[src/rtl/alu_issue_ctrl_pkg.sv]
// Shared types and constants for the SLC-3 ALU issue controller.
package alu_issue_pkg;

    typedef enum logic [2:0] {
        IDLE,
        DECODE,
        EXEC,
        WB,
        DONE
    } state_t;

    localparam logic [1:0] ALUK_ADD  = 2'b00;
    localparam logic [1:0] ALUK_AND  = 2'b01;
    localparam logic [1:0] ALUK_NOT  = 2'b10;
    localparam logic [1:0] ALUK_PASS = 2'b11;

    localparam logic [3:0] OP_ADD = 4'b0001;
    localparam logic [3:0] OP_AND = 4'b0101;
    localparam logic [3:0] OP_NOT = 4'b1001;

    function automatic logic [15:0] sext5(input logic [4:0] imm);
        return {{11{imm[4]}}, imm};
    endfunction

endpackage

[src/rtl/alu_issue_ctrl_if.sv]
// Operand/result bus between the issue controller and the combinational ALU.
interface alu_if #(
    parameter int DATA_W = 16
);
    logic [DATA_W-1:0] SR1;
    logic [DATA_W-1:0] SR2_mux_out;
    logic [1:0]        ALUK;
    logic [DATA_W-1:0] ALU_out;

    modport master (output SR1, output SR2_mux_out, output ALUK, input ALU_out);
    modport slave  (input SR1, input SR2_mux_out, input ALUK, output ALU_out);
endinterface

[src/rtl/alu_issue_ctrl_reg_file.sv]
// General-purpose register file: one synchronous write port, two operand reads and a debug read.
module reg_file_8x16 #(
    parameter  int DATA_W   = 16,
    parameter  int NUM_REGS = 8,
    localparam int SEL_W    = $clog2(NUM_REGS)
) (
    input  logic              Clk,
    input  logic              Reset,
    input  logic              we,
    input  logic [SEL_W-1:0]  wsel,
    input  logic [DATA_W-1:0] wdata,
    input  logic [SEL_W-1:0]  rsel_a,
    input  logic [SEL_W-1:0]  rsel_b,
    input  logic [SEL_W-1:0]  dbg_sel,
    output logic [DATA_W-1:0] rdata_a,
    output logic [DATA_W-1:0] rdata_b,
    output logic [DATA_W-1:0] dbg_data
);
    logic [DATA_W-1:0] regs [NUM_REGS];

    // NOTE: this array is reset because software may read any register right after Reset;
    // that forces flops instead of a RAM macro, which is acceptable at eight entries.
    always_ff @(posedge Clk) begin
        if (Reset) begin
            for (int i = 0; i < NUM_REGS; i++) regs[i] <= '0;
        end else if (we) begin
            regs[wsel] <= wdata;
        end
    end

    assign rdata_a  = regs[rsel_a];
    assign rdata_b  = regs[rsel_b];
    assign dbg_data = regs[dbg_sel];
endmodule

[src/rtl/alu_issue_ctrl.sv]
// Issue controller: decodes ADD/AND/NOT, feeds the external ALU, writes back and sets NZP.
module alu_issue_ctrl
    import alu_issue_pkg::*;
#(
    parameter  int DATA_W   = 16,
    parameter  int NUM_REGS = 8,
    localparam int SEL_W    = $clog2(NUM_REGS)
) (
    input  logic              Clk,
    input  logic              Reset,
    input  logic              start,
    input  logic [15:0]       IR,
    input  logic              reg_ld_en,
    input  logic [SEL_W-1:0]  reg_ld_sel,
    input  logic [DATA_W-1:0] reg_ld_data,
    input  logic [SEL_W-1:0]  dbg_sel,
    output logic [DATA_W-1:0] dbg_data,
    alu_if.master             alu,
    output logic              busy,
    output logic              done,
    output logic              illegal,
    output logic [2:0]        nzp
);
    state_t state, next_state;

    logic [15:0]       ir_q;
    logic [DATA_W-1:0] op_a, op_b, result_q, rd_a, rd_b;
    logic [1:0]        aluk_q, dec_aluk;
    logic [SEL_W-1:0]  dr_q;
    logic              illegal_q, dec_legal;
    logic              we;
    logic [SEL_W-1:0]  wsel;
    logic [DATA_W-1:0] wdata;

    // NOTE: sequential state uses <= so every flop samples pre-edge values regardless of
    // statement order; blocking = is reserved for the combinational processes below.
    always_ff @(posedge Clk) begin
        if (Reset) state <= IDLE;
        else       state <= next_state;
    end

    always_comb begin
        next_state = state;
        case (state)
            IDLE:    if (start) next_state = DECODE;
            DECODE:  next_state = dec_legal ? EXEC : DONE;
            EXEC:    next_state = WB;
            WB:      next_state = DONE;
            DONE:    next_state = IDLE;
            default: next_state = IDLE;
        endcase
    end

    // NOTE: every output gets a default before the case so no path leaves one unassigned,
    // which would otherwise infer a latch.
    always_comb begin
        busy            = (state != IDLE);
        done            = (state == DONE);
        illegal         = (state == DONE) && illegal_q;
        alu.ALUK        = ALUK_PASS;
        alu.SR1         = '0;
        alu.SR2_mux_out = '0;
        if (state == EXEC) begin
            alu.ALUK        = aluk_q;
            alu.SR1         = op_a;
            alu.SR2_mux_out = op_b;
        end
    end

    always_comb begin
        dec_aluk  = ALUK_PASS;
        dec_legal = 1'b1;
        case (ir_q[15:12])
            OP_ADD: dec_aluk = ALUK_ADD;
            OP_AND: dec_aluk = ALUK_AND;
            OP_NOT: begin
                dec_aluk  = ALUK_NOT;
                dec_legal = (ir_q[5:0] == 6'h3F);
            end
            default: dec_legal = 1'b0;
        endcase
    end

    // Preload is IDLE-only, so it can never collide with the WB write on the shared port.
    always_comb begin
        we    = 1'b0;
        wsel  = reg_ld_sel;
        wdata = reg_ld_data;
        if (state == IDLE && reg_ld_en) begin
            we = 1'b1;
        end else if (state == WB) begin
            we    = 1'b1;
            wsel  = dr_q;
            wdata = result_q;
        end
    end

    always_ff @(posedge Clk) begin
        if (Reset) begin
            ir_q      <= '0;
            op_a      <= '0;
            op_b      <= '0;
            aluk_q    <= ALUK_PASS;
            dr_q      <= '0;
            illegal_q <= 1'b0;
            result_q  <= '0;
            nzp       <= 3'b010;
        end else begin
            case (state)
                IDLE: if (start) ir_q <= IR;
                DECODE: begin
                    op_a      <= rd_a;
                    op_b      <= (ir_q[15:12] == OP_NOT) ? '0 :
                                 ir_q[5] ? DATA_W'(sext5(ir_q[4:0])) : rd_b;
                    aluk_q    <= dec_aluk;
                    dr_q      <= ir_q[11:9];
                    illegal_q <= !dec_legal;
                end
                EXEC: result_q <= alu.ALU_out;
                WB: nzp <= {result_q[DATA_W-1], result_q == '0,
                            !result_q[DATA_W-1] && result_q != '0};
                default: ;
            endcase
        end
    end

    reg_file_8x16 #(.DATA_W(DATA_W), .NUM_REGS(NUM_REGS)) u_regs (
        .Clk      (Clk),
        .Reset    (Reset),
        .we       (we),
        .wsel     (wsel),
        .wdata    (wdata),
        .rsel_a   (ir_q[8:6]),
        .rsel_b   (ir_q[2:0]),
        .dbg_sel  (dbg_sel),
        .rdata_a  (rd_a),
        .rdata_b  (rd_b),
        .dbg_data (dbg_data)
    );
endmodule

[src/flat_wrapper.sv]
// flat-port wrapper written by rule: the top's interface ports become plain ports
module alu_issue_ctrl_flat import alu_issue_pkg::*;
#(
    parameter  int DATA_W   = 16,
    parameter  int NUM_REGS = 8,
    localparam int SEL_W    = $clog2(NUM_REGS)
)
  (Clk, Reset, start, IR, reg_ld_en, reg_ld_sel, reg_ld_data, dbg_sel, dbg_data, busy, done, illegal, nzp, alu_SR1, alu_SR2_mux_out, alu_ALUK, alu_ALU_out);
  alu_if #(.DATA_W(DATA_W)) alu_i ();
  input  logic Clk;
  input  logic Reset;
  input  logic start;
  input  logic [15:0] IR;
  input  logic reg_ld_en;
  input  logic [SEL_W-1:0] reg_ld_sel;
  input  logic [DATA_W-1:0] reg_ld_data;
  input  logic [SEL_W-1:0] dbg_sel;
  output logic [DATA_W-1:0] dbg_data;
  output logic busy;
  output logic done;
  output logic illegal;
  output logic [2:0] nzp;
  output wire logic [$bits(alu_i.SR1)-1:0] alu_SR1;
  output wire logic [$bits(alu_i.SR2_mux_out)-1:0] alu_SR2_mux_out;
  output wire logic [$bits(alu_i.ALUK)-1:0] alu_ALUK;
  input wire logic [$bits(alu_i.ALU_out)-1:0] alu_ALU_out;
  assign alu_SR1 = alu_i.SR1;
  assign alu_SR2_mux_out = alu_i.SR2_mux_out;
  assign alu_ALUK = alu_i.ALUK;
  assign alu_i.ALU_out = alu_ALU_out;
  alu_issue_ctrl #(.DATA_W(DATA_W), .NUM_REGS(NUM_REGS)) u_core (.Clk(Clk), .Reset(Reset), .start(start), .IR(IR), .reg_ld_en(reg_ld_en), .reg_ld_sel(reg_ld_sel), .reg_ld_data(reg_ld_data), .dbg_sel(dbg_sel), .dbg_data(dbg_data), .alu(alu_i), .busy(busy), .done(done), .illegal(illegal), .nzp(nzp));
endmodule
[config.mk]
export PLATFORM = sky130hd
export DESIGN_NAME = alu_issue_ctrl_flat
export DESIGN_NICKNAME = d
export VERILOG_FILES = /design/src/rtl/alu_issue_ctrl_pkg.sv /design/src/rtl/alu_issue_ctrl_if.sv /design/src/rtl/alu_issue_ctrl_reg_file.sv /design/src/rtl/alu_issue_ctrl.sv /design/src/flat_wrapper.sv
export SDC_FILE = /design/constraint.sdc
export NUM_CORES = 1
export LEC_CHECK = 0
export BUFFER_PORTS_ARGS = -buffer_cell sky130_fd_sc_hd__buf_2
export CORE_ASPECT_RATIO = 1.25
export CORE_MARGIN = 5
export CORE_UTILIZATION = 50
export DETAILED_ROUTE_END_ITERATION = 12
export GPL_TIMING_DRIVEN = 0
export MAX_ROUTING_LAYER = met4
export PLACE_DENSITY_LB_ADDON = 0.3
export SYNTH_ARGS = -nofsm -noshare
export SYNTH_HDL_FRONTEND = slang
export SYNTH_SLANG_ARGS = --single-unit
[constraint.sdc]
create_clock -name Clk -period 2.9 [get_ports Clk]
set_clock_uncertainty 0.15 [all_clocks]
set_input_delay 0.58 -clock Clk [delete_from_list [all_inputs] [get_ports Clk]]
set_output_delay 0.58 -clock Clk [all_outputs]
set_load 0.05 [all_outputs]
Yosys cells after proc, flatten, opt, wreduce, memory -nomap -nowiden:

Memory sizes are Yosys's and may differ from the RTL's. A register that Yosys moved wholly into a read port is not among the register bits.
Cells that the tools add are included.

* bits in writable memories: 128
* memories: 1
* bits in registers: 60

Memory list
* u_core.u_regs.regs: words 8, width 16, read ports 3, clocked after memory_dff 2, write ports 8, line alu_issue_ctrl_reg_file.sv:19 `logic [DATA_W-1:0] regs [NUM_REGS];`

* mux-type cells: 26
* reductions and logical operators: 12
* equality and inequality tests: 9

Operators by type and width (count)
* $mux 16: 7
* $mux 3: 7
* $logic_not 16->1: 1
* $reduce_bool 16->1: 1
* $reduce_or 16->1: 1
* $pmux 3 s4: 1
* $mux 1: 8
* $eq 3x2->1 const B: 2
* $eq 6x6->1 const B: 1
* $pmux 2 s3: 1
* $eq 4x1->1 const B: 1
* $eq 4x3->1 const B: 1
* $eq 4x4->1 const B: 1
* $eq 3x1->1 const B: 1
* $eq 3x3->1 const B: 1
* $logic_and 1x1->1: 3
* $logic_not 3->1: 1
* $reduce_bool 3->1: 1
* $logic_not 1->1: 2
* $mux 2: 1
* $ne 2x2->1 const B: 1
* $pmux 1 s2: 1
* $reduce_and 2->1: 1
* $reduce_or 2->1: 1

Longest topological paths before layout:

* depth after elaboration: 8
* depth in mapped cells: 7
* depth with buffers taken out: 4

Cells and area by module:

From an unflattened synthesis, not the netlist that was laid out.

* cells, all modules: 916
* area, all modules: 11521.0 µm²

By module, submodules not included
* reg_file_8x16: area each 8018.9 µm², times used 1, cells each 487
* alu_issue_ctrl: area each 3502.1 µm², times used 1, cells each 429

Worst setup path after synthesis:

Ideal clock, no wire load.

* kind: register -> output
* start: register u_core.state[2]
* end: output port illegal
* cell stages (with the launch flop): 4
* data required time: 2.170 ns
* path buffers: 1
* path slack: -0.056 ns
* data arrival time: 2.226 ns
* cells stage by stage: dfxtp_1 clkbuf_2 nor3b_1 and2_1

* word-level cells in the longest chain between the ends: 2

RTL lines
* start: declaration: line alu_issue_ctrl.sv:24 `state_t state, next_state;`
* start signal: assignment: line alu_issue_ctrl.sv:39 `else state <= next_state;`
* $eq 3x3->1
* named net done: line flat_wrapper.sv:20 `output logic done;`
* $logic_and 1x1->1: line alu_issue_ctrl.sv:59 `illegal = (state == DONE) && illegal_q;`
* end: declaration: line flat_wrapper.sv:21 `output logic illegal;`

The timed path passes the listed nets, and every way through them passes these cells.

Worst setup path after layout:

* start: input port dbg_sel[0]
* end: output port dbg_data[4]

* word-level cells in the longest chain between the ends: 1

RTL lines
* start: declaration: line flat_wrapper.sv:17 `input logic [SEL_W-1:0] dbg_sel;`
* $mem_v2 8x16
* end: declaration: line flat_wrapper.sv:18 `output logic [DATA_W-1:0] dbg_data;`

Every way passes these cells.

==> flow_summary.toml <==
[status]
status = "completed"

[grt]
grt_util_met2_pct = 43.3
grt_use_met1_pct = 32.8
use_met3_pct = 5.15
overflow = 0
grt_first_pass_wirelength_mm = 47.1
grt_usage_pct = 26.5
grt_pass1_vias = 7935
antenna_found_initial = 0
grt_max_degree = 17
gr-max-usage-layer = "met2"

[placed_design]
portBuffers = 111
gp_congestion = 0.972
dpl_cell_area_um2 = 11400
dp_hpwl_mm = 22.2
place_ws_ns = -0.566

[detailed_routing]
routed_wl_mm = 30.9
wire_per_inst_um = 24.0
drcViolationCount = 0
drt_iter0_drc = 805
routed_via_density = 6.09
drtAntennaViolNets = 0
firstDrtPassIters = 5
vias = 7854

[sta]
timing.final.crit_share_pct = 98.7
relSlewSlack_pct = 44.0
report.final.slew_viol_count = 0
hold_violations = 0
tightest_slew_ns = 0.817
final_critical_path_setup_slack_ns = 0.0388
max_freq_mhz = 350
rsz0062_at_grt = "true"
period_needed_ns = 2.86
setup_viol = 0

[logic_synthesis]
synth_fp_nets = 910
synth_seq_cells = 207
synth_edf_count = 128
synthMuxAreaShare_pct = 25.6
netlist_top_cells_area = "edfxtp_1, mux4_2, dfxtp_1"
synth_warnings = 0
ys_seq_area_share_pct = 51.6
synthesis.area_um2 = 10500
ys_types = 38
synth_top_family_by_area = "multiplexers"
avgSynthCellArea_um2 = 12.3
synth_compound_area_share_pct = 5.60
async_flop_share_pct = 0
synthCells = 852
synth_fa_ha_area_share_pct = 0
synth_ff_type = "edfxtp_1"
synthXorXnorAreaFrac_pct = 0
yosysTopAreaCell = "edfxtp_1"
yosys.area_share.simple_pct = 14.3
synth_top_area_share_pct = 36.5

[critical_path]
cp_top_family = "multiplexers"
worstPathArrival_ns = 2.13
crit_path_start = "dbg_sel[0]"
cp-end-kind = "output port"
worstSetupStartpointType = "input port"
cp_num_buf_inv = 3
worst_ep_required_time_ns = 2.17
rr_startpoint = "u_core.state[2]$_SDFFE_PP0P_"
cp_max_fo = 10
cpPeakStageDelay_ns = 0.53
critPathKind = "in -> out"
slowest_stage = "mux4_2"
path_cells = "clkbuf_2, buf_6, mux4_2, mux2_2, buf_2"

[finish]
drive_above_1_share_pct = 33.2
layout_common_cells = "nor2_1, edfxtp_1, buf_2"
fin_util_pct = 59.7
syn_to_final_growth_pct = 17.7
nets = 1057
antenna_cells = 0
layout_commonest_cell = "nor2_1"
design_area_um2 = 12400

[clocking]
clockRootBuffer = "clkbuf_16"
path_clk_slew_ns = 0.06
cts_hold_buf = 0
cts_made_buffers = 23
cts_tree = "yes"
clk_path_buf_depth = 3
clock_latency_ns = 0.52
htreeDepth = 1
clock-sinks = 207

[floorplan]
start_util_pct = 50.7
die_area_um2 = 24100
fp.dieH_um = 172
pin_count = 114
die-width_um = 140
rows = 59
core_um2 = 20700

[power_and_ir_drop]
combPwrFrac_pct = 13.5
powerDensity_nw_per_um2 = 579
p_sw_mw = 1.83
p_seq_share_pct = 46.9
clock_power_share_pct = 39.6
irDropWorstVdd_mv = 0.531
p_int_mw = 5.35
leakage_nw = 4.67
p_sw_share_pct = 25.4

[hold_path]
hold_class = "in -> reg"
hp-start = "alu_ALU_out[0]"

[flow_run]
drv_cap = 0
[cell usage after synthesis (all sizes together), types with 2 or more instances]
cell type	instances
o22ai	24
a221o	12
a211o	3
and2	35
buf	33
a21oi	38
or3b	2
nor2	154
nand2b	8
clkbuf	36
nor3b	6
nor4	4
mux2i	36
a22oi	5
mux2	31
or2b	8
or2	3
dfxtp	79
nand2	76
a2111oi	4
nand4	9
edfxtp	128
mux4	88
or3	2
nor3	22
[worst paths after layout]
kind,endpoint,slack (ns),cells past startpoint
worst min-delay path,u_core.result_q[0]$_SDFFE_PP0N_,0.14,3
worst max register to register,u_core.op_a[9]$_SDFFE_PP0P_,0.15,6
worst max-delay path,dbg_data[4],0.04,5
worst min register to register,u_core.ir_q[4]$_SDFFE_PP0P_,0.30,2
[state kept, by name (all words and copies together), names as in the netlist, named ones only]
name / flops
u_core.illegal_q: 1
u_core.state: 3
u_core.aluk_q: 2
u_core.result_q: 16
u_core.nzp: 3
u_core.u_regs.regs: 128
u_core.op_b: 16
u_core.op_a: 16
u_core.ir_q: 16
u_core.dr_q: 3
[logic make-up after synthesis]
family / after synthesis
and+or+nand+nor: 332
DFF: 207
muxes: 155
AOI/OAI and AO/OA: 88
buffers and inverters: 70
[metal layers]
metal,share of wire [%],up-vias
li1,-,3493
met1,36,3751
met2,48,520
met3,12,90
met4,4.2,0
met5,0,-
[tightest hold or removal path: stages]
cell,delay [ns]
buf_2,0.10
nand2_1,0.04
a21oi_1,0.05
[timing repair]
action | CTS | global route
pin swaps | 2 | 5
gates resized for setup | 44 | 16
endpoints found under the setup margin | 171 | 141
hold endpoints to repair | 0 | 0
setup buffers | 4 | 7
[stage by stage]
| stage | setup TNS, ns | total power, mW | hold slack (ns) | instances |
|---|---|---|---|---|
| after floorplan | 0 | 4.06 | 0.279 | 852 |
| after global placement | -45.84 | 4.34 | 0.287 | 1237 |
| after detailed placement | -54.22 | 4.36 | 0.296 | 1237 |
| after CTS | 0 | 7.17 | 0.136 | 1282 |
| after global routing | 0 | 7.40 | 0.137 | 1289 |
| final | 0 | 7.17 | 0.142 | 1289 |
[power by group through the flow]
stage | combinational (mW) | sequential [mW] | clock (mW)
2_1_floorplan | 0.685 | 3.37 | 0
5_1_grt | 1.02 | 3.38 | 3.00
6_report | 0.965 | 3.36 | 2.84
3_3_place_gp | 0.928 | 3.41 | 0
4_1_cts | 0.954 | 3.36 | 2.86
3_5_place_dp | 0.937 | 3.42 | 0
[area by class of cell]
type | instances | area, µm²
sequential | 207 | 5430
buffer | 69 | 345
tap | 274 | 343
clock inverter | 8 | 76.3
fill | 1701 | 8360
multi-input combinational | 575 | 4850
inverter | 1 | 3.75
clock buffer | 33 | 664
timing repair buffer | 122 | 672
Note: power is estimated with default switching activity, not from simulation.
